===== config.mk =====
export PLATFORM = sky130hd
export DESIGN_NAME = vip_frame_scheduler_flat
export DESIGN_NICKNAME = d
export VERILOG_FILES = /design/src/rtl/vip_pkg.sv /design/src/rtl/vip_frame_scheduler_if.sv /design/src/rtl/vip_sched_counter.sv /design/src/rtl/vip_frame_scheduler.sv /design/src/flat_wrapper.sv
export SDC_FILE = /design/constraint.sdc
export NUM_CORES = 1
export LEC_CHECK = 0
export ABC_CLOCK_PERIOD_IN_PS = 4450
export BUFFER_PORTS_ARGS = -buffer_cell sky130_fd_sc_hd__buf_2
export CAP_MARGIN = 5
export CORE_MARGIN = 5
export CORE_UTILIZATION = 50
export CTS_BUF_LIST = sky130_fd_sc_hd__clkbuf_8
export DETAILED_ROUTE_END_ITERATION = 10
export PLACE_DENSITY = 0.73
export SLEW_MARGIN = 30
export SYNTH_ARGS = -nofsm -noshare
export SYNTH_HDL_FRONTEND = slang
export SYNTH_HIERARCHICAL = 1
export SYNTH_SLANG_ARGS = --single-unit
export TNS_END_PERCENT = 20

===== constraint.sdc =====
create_clock -name clk -period 4.45 [get_ports clk]
set_clock_uncertainty 0.1 [all_clocks]
set_input_delay 0.2225 -clock clk [delete_from_list [all_inputs] [get_ports clk]]
set_output_delay 0.2225 -clock clk [all_outputs]
set_load 0.02 [all_outputs]

===== src/rtl/vip_pkg.sv =====
// Shared types for the VIP frame scheduler: FSM state encoding, the RGB888
// pixel layout and the width and load helper for the blanking duration counter.
package vip_pkg;

    typedef enum logic [2:0] {
        IDLE   = 3'd0,
        LEAD   = 3'd1,
        ACTIVE = 3'd2,
        HBLANK = 3'd3,
        TAIL   = 3'd4,
        GAP    = 3'd5
    } sched_state_t;

    typedef struct packed {
        logic [7:0] r;
        logic [7:0] g;
        logic [7:0] b;
    } rgb888_t;

    localparam int BLANK_W = 16;

    // A duration of N cycles is loaded as N-1 and ends when the counter reads 0.
    function automatic logic [BLANK_W-1:0] dur_load(input int cycles);
        return BLANK_W'(cycles - 1);
    endfunction

endpackage


===== src/rtl/vip_frame_scheduler_if.sv =====
// Upstream pixel stream between a RGB888 source and the frame scheduler.
//
// Handshake: a pixel moves on every rising clk edge where s_valid and s_ready
// are both 1. The source holds s_data steady while s_valid=1 and s_ready=0.
// s_ready never depends combinationally on s_valid.
interface vip_frame_scheduler_if;
    import vip_pkg::*;

    logic    s_valid;
    logic    s_ready;
    rgb888_t s_data;

    modport master (output s_valid, output s_data, input s_ready);
    modport slave  (input s_valid, input s_data, output s_ready);

endinterface


===== src/rtl/vip_sched_counter.sv =====
// Load/decrement duration counter used for the LEAD, HBLANK, TAIL and GAP
// phases. It stops at zero rather than wrapping, and tc flags the final cycle.
module vip_sched_counter #(
    parameter int W = 16
) (
    input  logic         clk,
    input  logic         rst,
    input  logic         load,
    input  logic [W-1:0] load_val,
    output logic         tc
);

    logic [W-1:0] count;

    // Load on phase entry, otherwise count down and hold at zero.
    always_ff @(posedge clk) begin
        if (rst) begin
            count <= '0;
        end else if (load) begin
            count <= load_val;
        end else if (count != '0) begin
            count <= count - W'(1);
        end
    end

    assign tc = (count == '0);

endmodule


===== src/rtl/vip_frame_scheduler.sv =====
// Frame sequencer feeding the VIP colour-space pipeline. Pulls RGB pixels from
// an upstream valid/ready source and emits per_img_vsync/href/RGB with fixed
// frame shape and blanking.
// Optional build macro VIP_FRAME_SCHED_STATS_EN adds the frame_cnt and
// underrun_cnt status outputs.
module vip_frame_scheduler
    import vip_pkg::*;
#(
    parameter int IMG_WIDTH  = 640,
    parameter int IMG_HEIGHT = 480,
    parameter int VS_LEAD    = 5,
    parameter int H_BLANK    = 10,
    parameter int V_TAIL     = 1,
    parameter int FRAME_GAP  = 5
) (
    input  logic                   clk,
    input  logic                   rst,
    input  logic                   start,
    input  logic                   cont_mode,
    output logic                   busy,
    output logic                   frame_done,
    vip_frame_scheduler_if.slave   s_if,
    output logic                   per_img_vsync,
    output logic                   per_img_href,
    output logic [7:0]             per_img_red,
    output logic [7:0]             per_img_green,
    output logic [7:0]             per_img_blue
`ifdef VIP_FRAME_SCHED_STATS_EN
    ,
    output logic [15:0]            frame_cnt,
    output logic [15:0]            underrun_cnt
`endif
);

    localparam int CW = (IMG_WIDTH  > 1) ? $clog2(IMG_WIDTH)  : 1;
    localparam int RW = (IMG_HEIGHT > 1) ? $clog2(IMG_HEIGHT) : 1;

    sched_state_t         state;
    sched_state_t         state_nxt;
    logic [CW-1:0]        col;
    logic [RW-1:0]        row;
    logic                 accept;
    logic                 line_end;
    logic                 last_line;
    logic                 frame_end;
    logic                 blank_load;
    logic [BLANK_W-1:0]   blank_val;
    logic                 blank_tc;
    rgb888_t              pix_q;
    logic                 href_q;
    logic                 done_q;

    // The accept window is decoded from the state register only.
    assign s_if.s_ready = (state == ACTIVE);
    assign accept       = s_if.s_valid && (state == ACTIVE);
    assign line_end     = accept && (col == CW'(IMG_WIDTH - 1));
    assign last_line    = (row == RW'(IMG_HEIGHT - 1));

    // State register.
    always_ff @(posedge clk) begin
        if (rst) begin
            state <= IDLE;
        end else begin
            state <= state_nxt;
        end
    end

    // Next-state decode; frame_end marks the last TAIL cycle.
    always_comb begin
        state_nxt = state;
        frame_end = 1'b0;
        case (state)
            IDLE: begin
                // A start arriving with the frame_done pulse is ignored.
                if (start && !done_q) begin
                    state_nxt = LEAD;
                end
            end
            LEAD: begin
                if (blank_tc) begin
                    state_nxt = ACTIVE;
                end
            end
            ACTIVE: begin
                if (line_end) begin
                    state_nxt = last_line ? TAIL : HBLANK;
                end
            end
            HBLANK: begin
                if (blank_tc) begin
                    state_nxt = ACTIVE;
                end
            end
            TAIL: begin
                if (blank_tc) begin
                    frame_end = 1'b1;
                    state_nxt = cont_mode ? GAP : IDLE;
                end
            end
            GAP: begin
                if (blank_tc) begin
                    state_nxt = LEAD;
                end
            end
            default: begin
                state_nxt = IDLE;
            end
        endcase
    end

    // Load the duration counter on entry into each timed phase.
    always_comb begin
        blank_load = 1'b0;
        blank_val  = '0;
        if (state_nxt != state) begin
            case (state_nxt)
                LEAD: begin
                    blank_load = 1'b1;
                    blank_val  = dur_load(VS_LEAD);
                end
                HBLANK: begin
                    blank_load = 1'b1;
                    blank_val  = dur_load(H_BLANK);
                end
                TAIL: begin
                    blank_load = 1'b1;
                    blank_val  = dur_load(V_TAIL);
                end
                GAP: begin
                    blank_load = 1'b1;
                    blank_val  = dur_load(FRAME_GAP);
                end
                default: begin
                    blank_load = 1'b0;
                end
            endcase
        end
    end

    vip_sched_counter #(
        .W (BLANK_W)
    ) u_blank_cnt (
        .clk      (clk),
        .rst      (rst),
        .load     (blank_load),
        .load_val (blank_val),
        .tc       (blank_tc)
    );

    // Column/row position; cleared during LEAD so each frame starts at 0,0.
    always_ff @(posedge clk) begin
        if (rst || (state == LEAD)) begin
            col <= '0;
            row <= '0;
        end else if (accept) begin
            if (col == CW'(IMG_WIDTH - 1)) begin
                col <= '0;
                if (!last_line) begin
                    row <= row + RW'(1);
                end
            end else begin
                col <= col + CW'(1);
            end
        end
    end

    // Registered pixel path: one cycle from accept to href; RGB holds when idle.
    always_ff @(posedge clk) begin
        if (rst) begin
            href_q <= 1'b0;
            pix_q  <= '0;
            done_q <= 1'b0;
        end else begin
            href_q <= accept;
            done_q <= frame_end;
            if (accept) begin
                pix_q <= s_if.s_data;
            end
        end
    end

    assign busy          = (state != IDLE);
    assign frame_done    = done_q;
    assign per_img_vsync = (state == LEAD) || (state == ACTIVE) ||
                           (state == HBLANK) || (state == TAIL);
    assign per_img_href  = href_q;
    assign per_img_red   = pix_q.r;
    assign per_img_green = pix_q.g;
    assign per_img_blue  = pix_q.b;

`ifdef VIP_FRAME_SCHED_STATS_EN
    // Frame counter wraps; underrun counter saturates and restarts per frame.
    always_ff @(posedge clk) begin
        if (rst) begin
            frame_cnt    <= '0;
            underrun_cnt <= '0;
        end else begin
            if (frame_end) begin
                frame_cnt <= frame_cnt + 16'd1;
            end
            if ((state_nxt == LEAD) && (state != LEAD)) begin
                underrun_cnt <= '0;
            end else if ((state == ACTIVE) && !accept && (underrun_cnt != 16'hFFFF)) begin
                underrun_cnt <= underrun_cnt + 16'd1;
            end
        end
    end
`endif

endmodule


===== src/flat_wrapper.sv =====
// flat-port wrapper written by rule: the top's interface ports become plain ports
module vip_frame_scheduler_flat import vip_pkg::*;
#(
    parameter int IMG_WIDTH  = 640,
    parameter int IMG_HEIGHT = 480,
    parameter int VS_LEAD    = 5,
    parameter int H_BLANK    = 10,
    parameter int V_TAIL     = 1,
    parameter int FRAME_GAP  = 5
)
  (clk, rst, start, cont_mode, busy, frame_done, per_img_vsync, per_img_href, per_img_red, per_img_green, per_img_blue, s_if_s_valid, s_if_s_data, s_if_s_ready);
  vip_frame_scheduler_if s_if_i ();
  input  logic clk;
  input  logic rst;
  input  logic start;
  input  logic cont_mode;
  output logic busy;
  output logic frame_done;
  output logic per_img_vsync;
  output logic per_img_href;
  output logic [7:0] per_img_red;
  output logic [7:0] per_img_green;
  output logic [7:0] per_img_blue;
  input wire logic [$bits(s_if_i.s_valid)-1:0] s_if_s_valid;
  input wire logic [$bits(s_if_i.s_data)-1:0] s_if_s_data;
  output wire logic [$bits(s_if_i.s_ready)-1:0] s_if_s_ready;
  assign s_if_i.s_valid = s_if_s_valid;
  assign s_if_i.s_data = s_if_s_data;
  assign s_if_s_ready = s_if_i.s_ready;
  vip_frame_scheduler #(.IMG_WIDTH(IMG_WIDTH), .IMG_HEIGHT(IMG_HEIGHT), .VS_LEAD(VS_LEAD), .H_BLANK(H_BLANK), .V_TAIL(V_TAIL), .FRAME_GAP(FRAME_GAP)) u_core (.clk(clk), .rst(rst), .start(start), .cont_mode(cont_mode), .busy(busy), .frame_done(frame_done), .s_if(s_if_i), .per_img_vsync(per_img_vsync), .per_img_href(per_img_href), .per_img_red(per_img_red), .per_img_green(per_img_green), .per_img_blue(per_img_blue));
endmodule

# After elaboration in Yosys (flattened, before gate mapping)
# Index checks and enable logic that the tools add are counted.
[classes]
mux = 16
n_eq_ne = 12
addsub = 3
reduce_logical = 18
bitwise = 2
[op_table]
columns = ["op", "n"]
rows = [
  ["$mux W16", 3],
  ["$mux W3", 7],
  ["$logic_not A16 Y1", 1],
  ["$reduce_bool A16 Y1", 1],
  ["$sub A16 B1 Y16 const B", 1],
  ["$pmux W3 S5", 1],
  ["$eq A3 B3 Y1 const B", 4],
  ["$add A10 B1 Y10 const B", 1],
  ["$eq A10 B10 Y1 const B", 1],
  ["$mux W10", 1],
  ["$add A9 B1 Y9 const B", 1],
  ["$eq A3 B2 Y1 const B", 3],
  ["$eq A9 B9 Y1 const B", 1],
  ["$pmux W4 S2", 1],
  ["$eq A3 B1 Y1 const B", 2],
  ["$reduce_or A2 Y1", 3],
  ["$logic_or A1 B1 Y1", 4],
  ["$reduce_or A4 Y1", 1],
  ["$logic_and A1 B1 Y1", 3],
  ["$logic_not A3 Y1", 1],
  ["$mux W1", 3],
  ["$ne A3 B3 Y1", 1],
  ["$reduce_and A3 Y1", 1],
  ["$reduce_bool A3 Y1", 1],
  ["other kinds (3)", 4],
]
[totals]
inputBits = 29
register_bits = 64

# Depth between registers and ports, before layout
# Gate-level depths: netlist of the first run.
[logic_depth]
word_depth = 10
depth_mapped = 13

# Hierarchy
# Netlist of the first run, hierarchy kept.
[by_module_without_submodules]
columns = ["module", "area_each_um2", "n_inst", "cells_per_inst"]
rows = [
  ["vip_frame_scheduler", 2040.7, 1, 248],
  ["vip_sched_counter", 964.7, 1, 116],
]

# Worst setup path before layout of the first run
# OpenSTA, ideal clock, no wires.
[synth_timing]
path_kind = "reg2reg"
start = "register u_core.u_blank_cnt.count[0]"
end = "register u_core.u_blank_cnt.count[0]"
stages_incl_launch_ff = 13
n_path_buf = 1
path_slack_ps = 1154
t_arrival_ps = 3058
cell_sequence = "dfxtp_1 -> inv_1 -> ha_1 -> or3b_2 -> or4_4 -> nor2_1 -> a31oi_1 -> a2bb2oi_1 -> o21ai_0 -> clkbuf_1 -> nor3_1 -> nand3_1 -> o221ai_1"
[synth_via]
elab_chain_len = 8
word_cells_on_any_way = 21
classes_between = "1 x add/sub; 5 x eq/ne; 10 x mux; 5 x reduce/logical"
[synth_lines]
columns = ["item", "line", "text"]
rows = [
  ["start, declared", "vip_sched_counter.sv:13", "logic [W-1:0] count;"],
  ["start signal, assigned", "vip_sched_counter.sv:20", "count <= load_val;"],
  ["start signal, assigned", "vip_sched_counter.sv:22", "count <= count - W'(1);"],
  ["$logic_not A16 Y1 (*)", "vip_sched_counter.sv:26", "assign tc = (count == '0);"],
  ["via u_core.blank_tc", "vip_frame_scheduler.sv:48", "logic blank_tc;"],
  ["$mux W3, on equally long branches", "n/a", ""],
  ["$pmux W3 S5 (*)", "vip_frame_scheduler.sv:72", "case (state)"],
  ["$eq A3 B1 Y1, or another cell as far along", "vip_frame_scheduler.sv:116", "case (state_nxt)"],
  ["$reduce_or A4 Y1 (no source line)", "n/a", ""],
  ["$mux W1", "vip_frame_scheduler.sv:116", ""],
  ["$mux W1 (*)", "vip_frame_scheduler.sv:115", "if (state_nxt != state) begin"],
  ["via u_core.blank_load", "vip_frame_scheduler.sv:46", "logic blank_load;"],
  ["$mux W16 / $reduce_bool A2 Y1 (equally long branches)", "n/a", ""],
]
# The timed path passes the listed nets; every way through them passes the cells marked *. The select of a mux whose other input is x is not followed.
# A chain may end at the register's enable or synchronous reset.

# Final worst setup path of the first run
[layout_timing]
start = "register u_core.u_blank_cnt.count[0]"
end = "register u_core.u_blank_cnt.count[13]"
# The elaborated chain is that of the path after synthesis.

==> flow_metrics.py, run 1 <==
metrics = {
    "yosys": {
        "ys_ff_latch": 64,
        "synth.lib_cells_used.distinct": 57,
        "seq_area_frac_synth_pct": 42.6,
        "synth_common_cells": "72 x nand2_1, 64 x dfxtp_1, 42 x a21oi_1",
        "syn_area_per_cell_um2": 8.26,
        "synth.cell_area_mm2": 0.00301,
        "yosys.area.top_type": "dfxtp_1",
        "synth_enable_flop_cells": 0,
        "synth_area_leaders": "dfxtp_1 43%, nand2_1 9.0%, a21oi_1 7.0%",
        "ys_async_sr_fraction_pct": 0,
        "synthCells": 364,
        "synth_top_area_share_pct": 42.6,
        "yosysMostFrequentCell": "nand2_1",
        "synth_ff_type": "dfxtp_1",
        "ys.warnings.count": 6,
    },
    "critical_path": {
        "r2r_end": "u_core/u_blank_cnt/count[13]",
        "crit_required_ns": 4.61,
        "r2r_setup_slack_ns": 0.70,
        "rr_worst_depth": 13,
        "worstSetupEndpoint": "u_core/u_blank_cnt/count[13]",
        "crit_type": "reg -> reg",
        "critPathCaptureType": "flop",
        "crit_start": "u_core/u_blank_cnt/count[0]",
        "startpoint_type": "flop",
        "worstPathMaxFanout": 15,
        "r2r_start": "u_core/u_blank_cnt/count[0]",
        "arrival_ns": 3.91,
    },
    "floorplan": {
        "die_width_um": 87.5,
        "coreArea_mm2": 0.00589,
        "initial_core_util_pct": 51.1,
        "die_h_um": 87.5,
        "ioPinCount": 58,
        "die_area_mm2": 0.00766,
        "rows": 28,
    },
    "power": {
        "vdd_drop_max_v": 0.000406,
        "p_leak_nw": 1.39,
        "powerDensity_mw_per_mm2": 526,
        "finalPower_mw": 1.89,
    },
    "sta": {
        "setup_viol": 0,
        "worst_pin_slew_ns": 0.727,
        "drv_slew": 0,
        "rsz0062_at_grt": "false",
        "period_share_pct": 84.3,
        "final.min_clock_period_ns": 3.75,
        "relSlewSlack_pct": 51.5,
        "clock.fmax_mhz": 266,
        "fin_tns_setup_ns": 0,
        "hold_viol_final": 0,
    },
    "cts": {
        "numCtsBuffers": 9,
        "clock_latency_ns": 0.33,
        "htreeDepth": 3,
        "cts_hold_buffers": 0,
        "cts_tree": "done",
        "root_buffer": "clkbuf_8",
        "clockBufferDepth": 2,
        "clk_pin_slew_ns": 0.07,
        "cts_repair_resize_count": 0,
        "clock_sinks": 64,
        "postCtsSetupBuffers": 0,
    },
    "route": {
        "wl_met3_um": 236,
        "num_vias": 2786,
        "top_layer": "met4",
        "drc": 0,
        "ant_nets": 0,
        "routed_via_density": 5.47,
        "routedWlPerCell_um": 13.9,
        "wl_met2_mm": 3.56,
        "wl_mm": 7.07,
        "first_pass_iters": 4,
        "drt_iter0_drc": 118,
        "wl_met1_mm": 3.10,
    },
    "min_path": {
        "whs_path_depth": 3,
        "hold_path.class": "in -> reg",
    },
    "grt": {
        "grt_pass1_wl_mm": 11.7,
        "antenna_found_initial": 0,
        "grt-ovfl-total": 0,
        "grtUsageTotal_pct": 19.0,
        "grt_start_max_net_pins": 43,
        "grt_pass1_vias": 2576,
    },
    "finish": {
        "finalNetCount": 462,
        "drive_gt1_share_pct": 21.4,
        "seq_area_mm2": 0.00128,
        "n_fill_cell": 526,
        "syn2layout_area_growth_pct": 19.4,
        "diodes": 0,
        "multi_input_area_mm2": 0.00169,
    },
    "run_status": {
        "status": "finished clean",
    },
    "place": {
        "hpwl_mm": 4.87,
        "io_buffers": 57,
        "place_congestion": 0.816,
    },
    "job": {
        "maxCapViolCount": 0,
    },
}
kinds of logic (layout without fill, tap and decap cells):
| group | after synthesis | in the layout | synth area share [%] |
|---|---|---|---|
| AND/OR/NAND/NOR | 161 | 161 | 28.9 |
| adder cells (fa/ha/maj) | 3 | 3 | 1.25 |
| multiplexers | 2 | 2 | 0.666 |
| XOR/XNOR | 17 | 17 | 4.95 |
| buffers and inverters | 30 | 83 | 4.16 |
| other | 1 | 18 | 0.125 |
| flip-flops | 64 | 64 | 42.6 |
| AO/OA/AOI/OAI | 86 | 86 | 17.3 |
cells in the final DEF, fill, tap and decap left out, types with 2 or more instances in the layout:
master     synthesis  routed
o41ai_1            2       2
o31ai_1            8       8
nand3b_1           2       2
nand2_1           72      72
or4_2              2       2
or2_2              2       2
nand4_1            7       7
xnor2_1            8       8
and3_1             3       3
a21oi_1           42      42
o21ai_1            3       3
or3_1              4       4
clkinv_2           0       3
xor2_1             9       9
nor3b_1            3       3
nand4_2            2       2
nor4_1             4       3
buf_4              0       4
and4_1             3       3
and2_1             2       2
clkbuf_8           0       9
nor3_1             7       7
or4_4              2       2
dfxtp_1           64      64
conb_1             1      18
a221oi_1           2       2
buf_2              4      57
a31oi_1            3       3
nor2_1            19      19
o21ai_0           13      13
nand4bb_1          2       2
inv_1              7       7
ha_1               3       3
nor4_4             2       2
mux2i_1            2       2
nand3_1           10      10
or4_1              5       5
flip-flops by register name, indices dropped and copies added, names as in the netlist:
name                      cells
u_core/per_img_blue           8
u_core/row                    9
u_core/per_img_green          8
u_core/frame_done             1
u_core/col                   10
u_core/per_img_href           1
u_core/state                  3
u_core/per_img_red            8
u_core/u_blank_cnt/count     16
critical path, stage by stage, from the launching register on:
cell and delay, ns:
dfxtp_1 0.34, inv_1 0.08, ha_1 0.20, or3b_2 0.53, or4_4 0.59, nor2_1 0.38, mux2i_1 0.13, a2bb2oi_1 0.26
o21ai_0 0.11, buf_4 0.20, nor2_1 0.34, a21oi_1 0.07, a31o_2 0.23, nor3_1 0.12
layout make-up:
type	instances	area share (%)
inverter	7	0.732
multi-input combinational	287	47.0
tap	75	2.62
clock buffer	9	3.45
clock inverter	6	1.71
timing repair buffer	61	8.79
sequential	64	35.7
worst min-delay path by stage:
stage | start | slack (ns) | to
after floorplan | s_if_s_data[0] | 0.26 | u_core/per_img_blue[0]
after global placement | u_core/per_img_green[7] | 0.34 | u_core/per_img_green[7]
after global routing | s_if_s_data[8] | 0.01 | u_core/per_img_green[0]
final | s_if_s_data[15] | 0.02 | u_core/per_img_green[7]
after CTS | s_if_s_data[8] | 0.007 | u_core/per_img_green[0]
after detailed placement | u_core/per_img_green[5] | 0.34 | u_core/per_img_green[5]
power breakdown:
part           switching [mW]  internal, mW  total (mW)
registers              0.0976         0.649       0.747
clock network           0.223         0.253       0.476
logic                   0.381         0.285       0.666
total                   0.701          1.19        1.89
layer usage:
metal | vias up | GRT usage (%)
li1 | 1410 | -
met1 | 1302 | 24.0
met2 | 55 | 30.5
met3 | 19 | 4.42
met5 | - | 0
met4 | 0 | 9.62
per-stage QoR:
step                      setup WS (ns)  hold slack [ns]  utilization, %  cell area (µm²)  instances
after floorplan                    1.15            0.259               -             3070        381
after global placement            0.910            0.339            57.7             3390        494
after detailed placement          0.714            0.343            57.7             3390        494
after CTS                         0.726          0.00667            60.8             3580        509
after global routing              0.448           0.0100            61.0             3590        509
final                             0.697           0.0217            61.0             3590        509
Note: power is estimated with default switching activity, not from simulation.
==> inputs of run 2 (changes only) <==
--- a/config.mk
+++ b/config.mk
@@ -5,14 +5,15 @@
 export SDC_FILE = /design/constraint.sdc
 export NUM_CORES = 1
 export LEC_CHECK = 0
-export ABC_CLOCK_PERIOD_IN_PS = 4450
+export ABC_AREA = 1
+export ABC_CLOCK_PERIOD_IN_PS = 3000
 export BUFFER_PORTS_ARGS = -buffer_cell sky130_fd_sc_hd__buf_2
 export CAP_MARGIN = 5
 export CORE_MARGIN = 5
 export CORE_UTILIZATION = 50
 export CTS_BUF_LIST = sky130_fd_sc_hd__clkbuf_8
 export DETAILED_ROUTE_END_ITERATION = 10
-export PLACE_DENSITY = 0.73
+export PLACE_DENSITY = 0.75
 export SLEW_MARGIN = 30
 export SYNTH_ARGS = -nofsm -noshare
 export SYNTH_HDL_FRONTEND = slang
==> constraint.sdc (replaced) <==
create_clock -name clk -period 3 [get_ports clk]
set_clock_uncertainty 0.1 [all_clocks]
set_input_delay 0.15 -clock clk [delete_from_list [all_inputs] [get_ports clk]]
set_output_delay 0.15 -clock clk [all_outputs]
set_load 0.02 [all_outputs]
==> run 2 against run 1 <==
Effect of this change:
- flip-flop and latch count did not move
- synthesized cell count rose by 32%
- total power grew 80%
- clock power grew 57%
- maximum frequency rose by 31%
- wire length grew 19%
- sequential share of layout area decreased by 5.2 points
- critical path depth is 5 higher
- count of clock-buffer cells in the layout up 2
- synthesized area is 9.7% higher
- critical path type unchanged
- largest cell class unchanged
==> flow_metrics.py, run 2 <==
metrics = {
    "job": {
        "maxCapViolCount": 0,
    },
    "floorplan": {
        "rows": 29,
        "die_h_um": 91.2,
        "ioPinCount": 58,
        "initial_core_util_pct": 51.6,
        "coreArea_mm2": 0.00639,
        "die_area_mm2": 0.00832,
        "die_width_um": 91.2,
    },
    "sta": {
        "relSlewSlack_pct": 59.7,
        "fin_tns_setup_ns": 0,
        "period_share_pct": 95.2,
        "worst_pin_slew_ns": 0.603,
        "setup_viol": 0,
        "hold_viol_final": 0,
        "clock.fmax_mhz": 350,
        "final.min_clock_period_ns": 2.85,
        "drv_slew": 0,
    },
    "power": {
        "powerDensity_mw_per_mm2": 806,
        "combPwrFrac_pct": 45.5,
        "p_leak_nw": 2.00,
        "seqPwrFrac_pct": 32.5,
        "switching_share_pct": 42.0,
        "clkPwrFrac_pct": 22.0,
        "vdd_drop_max_v": 0.000605,
        "p_int_mw": 1.97,
        "p_sw_mw": 1.42,
    },
    "critical_path": {
        "worstPathMaxFanout": 7,
        "crit_type": "reg -> reg",
        "arrival_ns": 3.02,
        "critPathCaptureType": "flop",
        "crit_required_ns": 3.17,
        "startpoint_type": "flop",
    },
    "grt": {
        "grtUsageTotal_pct": 21.1,
        "antenna_found_initial": 0,
        "grt_pass1_vias": 3216,
        "grt_start_max_net_pins": 31,
        "grt-ovfl-total": 0,
        "grt_pass1_wl_mm": 14.6,
    },
    "finish": {
        "final_common_cell": "nor2_1",
        "multi_input_area_mm2": 0.00181,
        "largest_reg_flops": 16,
        "layout_common_cells": "109 x nor2_1, 97 x nand2_1, 64 x dfxtp_1",
        "drive_gt1_share_pct": 19.6,
        "stdcell_count": 664,
        "seq_area_mm2": 0.00128,
        "n_fill_cell": 567,
        "syn2layout_area_growth_pct": 27.5,
        "finalNetCount": 616,
        "reg.largest.list": "u_core/u_blank_cnt/count: 16 flops, u_core/col: 10 flops, u_core/row: 9 flops",
        "top_register": "u_core/u_blank_cnt/count",
        "diodes": 0,
    },
    "cts": {
        "root_buffer": "clkbuf_8",
        "htreeDepth": 3,
        "numCtsBuffers": 9,
        "clock_sinks": 64,
        "cts_tree": "done",
        "clk_pin_slew_ns": 0.07,
        "clock_latency_ns": 0.34,
        "clockBufferDepth": 2,
    },
    "yosys": {
        "synth_xor_area_share_pct": 3.68,
        "synth.cell_area_mm2": 0.00330,
        "synth_enable_flop_cells": 0,
        "synthMuxAreaShare_pct": 0,
        "synth_ff_type": "dfxtp_1",
        "yosysMostFrequentCell": "nor2_1",
        "ys_async_sr_fraction_pct": 0,
        "synthSimpleGateAreaFrac_pct": 39.3,
        "seq_area_frac_synth_pct": 38.8,
        "synth_top_area_share_pct": 38.8,
        "synth_top_family_by_area": "simple AND/OR/NAND/NOR gates",
        "synth.lib_cells_used.distinct": 37,
        "yosys.area.top_type": "dfxtp_1",
        "ys.warnings.count": 6,
        "synthCells": 481,
        "synth_common_cells": "111 x nor2_1, 97 x nand2_1, 64 x dfxtp_1",
        "syn_area_per_cell_um2": 6.86,
        "synth_fa_ha_area_share_pct": 1.14,
        "synth_compound_area_share_pct": 8.92,
        "ys_ff_latch": 64,
        "synth_area_leaders": "dfxtp_1 39%, nor2_1 13%, nand2_1 11%",
    },
    "run_status": {
        "status": "finished clean",
    },
    "route": {
        "first_pass_iters": 7,
        "ant_nets": 0,
        "routedWlPerCell_um": 12.7,
        "drt_iter0_drc": 199,
        "wl_mm": 8.42,
        "num_vias": 3357,
        "drc": 0,
        "routed_via_density": 5.06,
    },
    "place": {
        "place_inst": 619,
        "io_buffers": 57,
        "hpwl_mm": 5.78,
        "place_congestion": 0.893,
    },
    "min_path": {
        "hold_path.class": "in -> reg",
    },
}
run 2: cell count changes after synthesis, sizes merged, moves of 17 or more:
| cell | change |
|---|---|
| a21oi | -23 |
| nand3 | +19 |
| nand2 | +30 |
| inv | +47 |
| nor2 | +103 |
| o21ai | +17 |
run 2: per-stage QoR:
step | util [%] | total power, mW | setup slack (ns) | hold slack [ns] | area, µm²
after floorplan | - | 2.22 | 0.365 | 0.119 | 3340
after global placement | 58.0 | 2.49 | 0.192 | 0.298 | 3700
after detailed placement | 58.0 | 2.52 | 0.0372 | 0.309 | 3700
after CTS | 64.8 | 3.30 | 0.0211 | 0.111 | 4140
after global routing | 65.9 | 3.67 | -0.0853 | 0.133 | 4210
final | 65.9 | 3.39 | 0.145 | 0.115 | 4210
run 2: path summary, 6_finish.rpt:
| check | startpoint | endpoint | slack, ns | depth (start not counted) |
|---|---|---|---|---|
| worst max register to register | u_core/u_blank_cnt/count[0] | u_core/u_blank_cnt/count[1] | 0.15 | 18 |
| worst min-delay path | rst | u_core/u_blank_cnt/count[9] | 0.12 | 2 |
| worst max-delay path | u_core/u_blank_cnt/count[0] | u_core/u_blank_cnt/count[1] | 0.15 | 18 |
| worst min register to register | u_core/row[1] | u_core/row[1] | 0.38 | 2 |
run 2: cells by family after synthesis:
group / count (synthesis)
AO/OA/AOI/OAI: 57
XOR/XNOR: 13
adder cells (fa/ha/maj): 3
buffers and inverters: 67
flip-flops: 64
other: 1
AND/OR/NAND/NOR: 276
run 2: metal layers:
layer | track usage (%) | share of wire (%)
met1 | 26.0 | 43
met2 | 35.3 | 50
met3 | 6.03 | 5.1
met4 | 7.21 | 2.1
met5 | 0 | 0
run 2: cell type report:
type / instances / share of cell area (%)
Inverter: 54 / 4.82
Timing Repair Buffer: 93 / 14.7
Clock inverter: 3 / 1.01
Clock buffer: 11 / 3.60
Multi-Input combinational cell: 362 / 43.1
Sequential cell: 64 / 30.5
Tap cell: 77 / 2.29
run 2: power groups by stage:
stage	registers [mW]	logic [mW]	clock network, mW
final	1.10	1.54	0.747
after global routing	1.12	1.75	0.804
after CTS	1.10	1.45	0.759
after detailed placement	1.12	1.41	0
after global placement	1.11	1.38	0
after floorplan	1.10	1.12	0
run 2: what timing repair did:
item	CTS	global route
endpoints found under the setup margin	0	16
resized for setup	0	7
hold buffers	24	0
buffers inserted	0	7
hold endpoints to repair	24	0
run 2: worst max-delay path, cell delays in order (launching register included):
cell and delay, ns:
dfxtp_1 0.33, inv_1 0.09, ha_2 0.22, nand2_4 0.10, nor2_8 0.15, nand4_4 0.09
inv_2 0.11, inv_1 0.09, nand2_1 0.07, nand3_1 0.07, nor2_1 0.21, nand2_1 0.14
buf_4 0.16, nor2_1 0.14, a21oi_1 0.09, inv_2 0.16, buf_4 0.16, nand4_1 0.09
a21oi_1 0.18
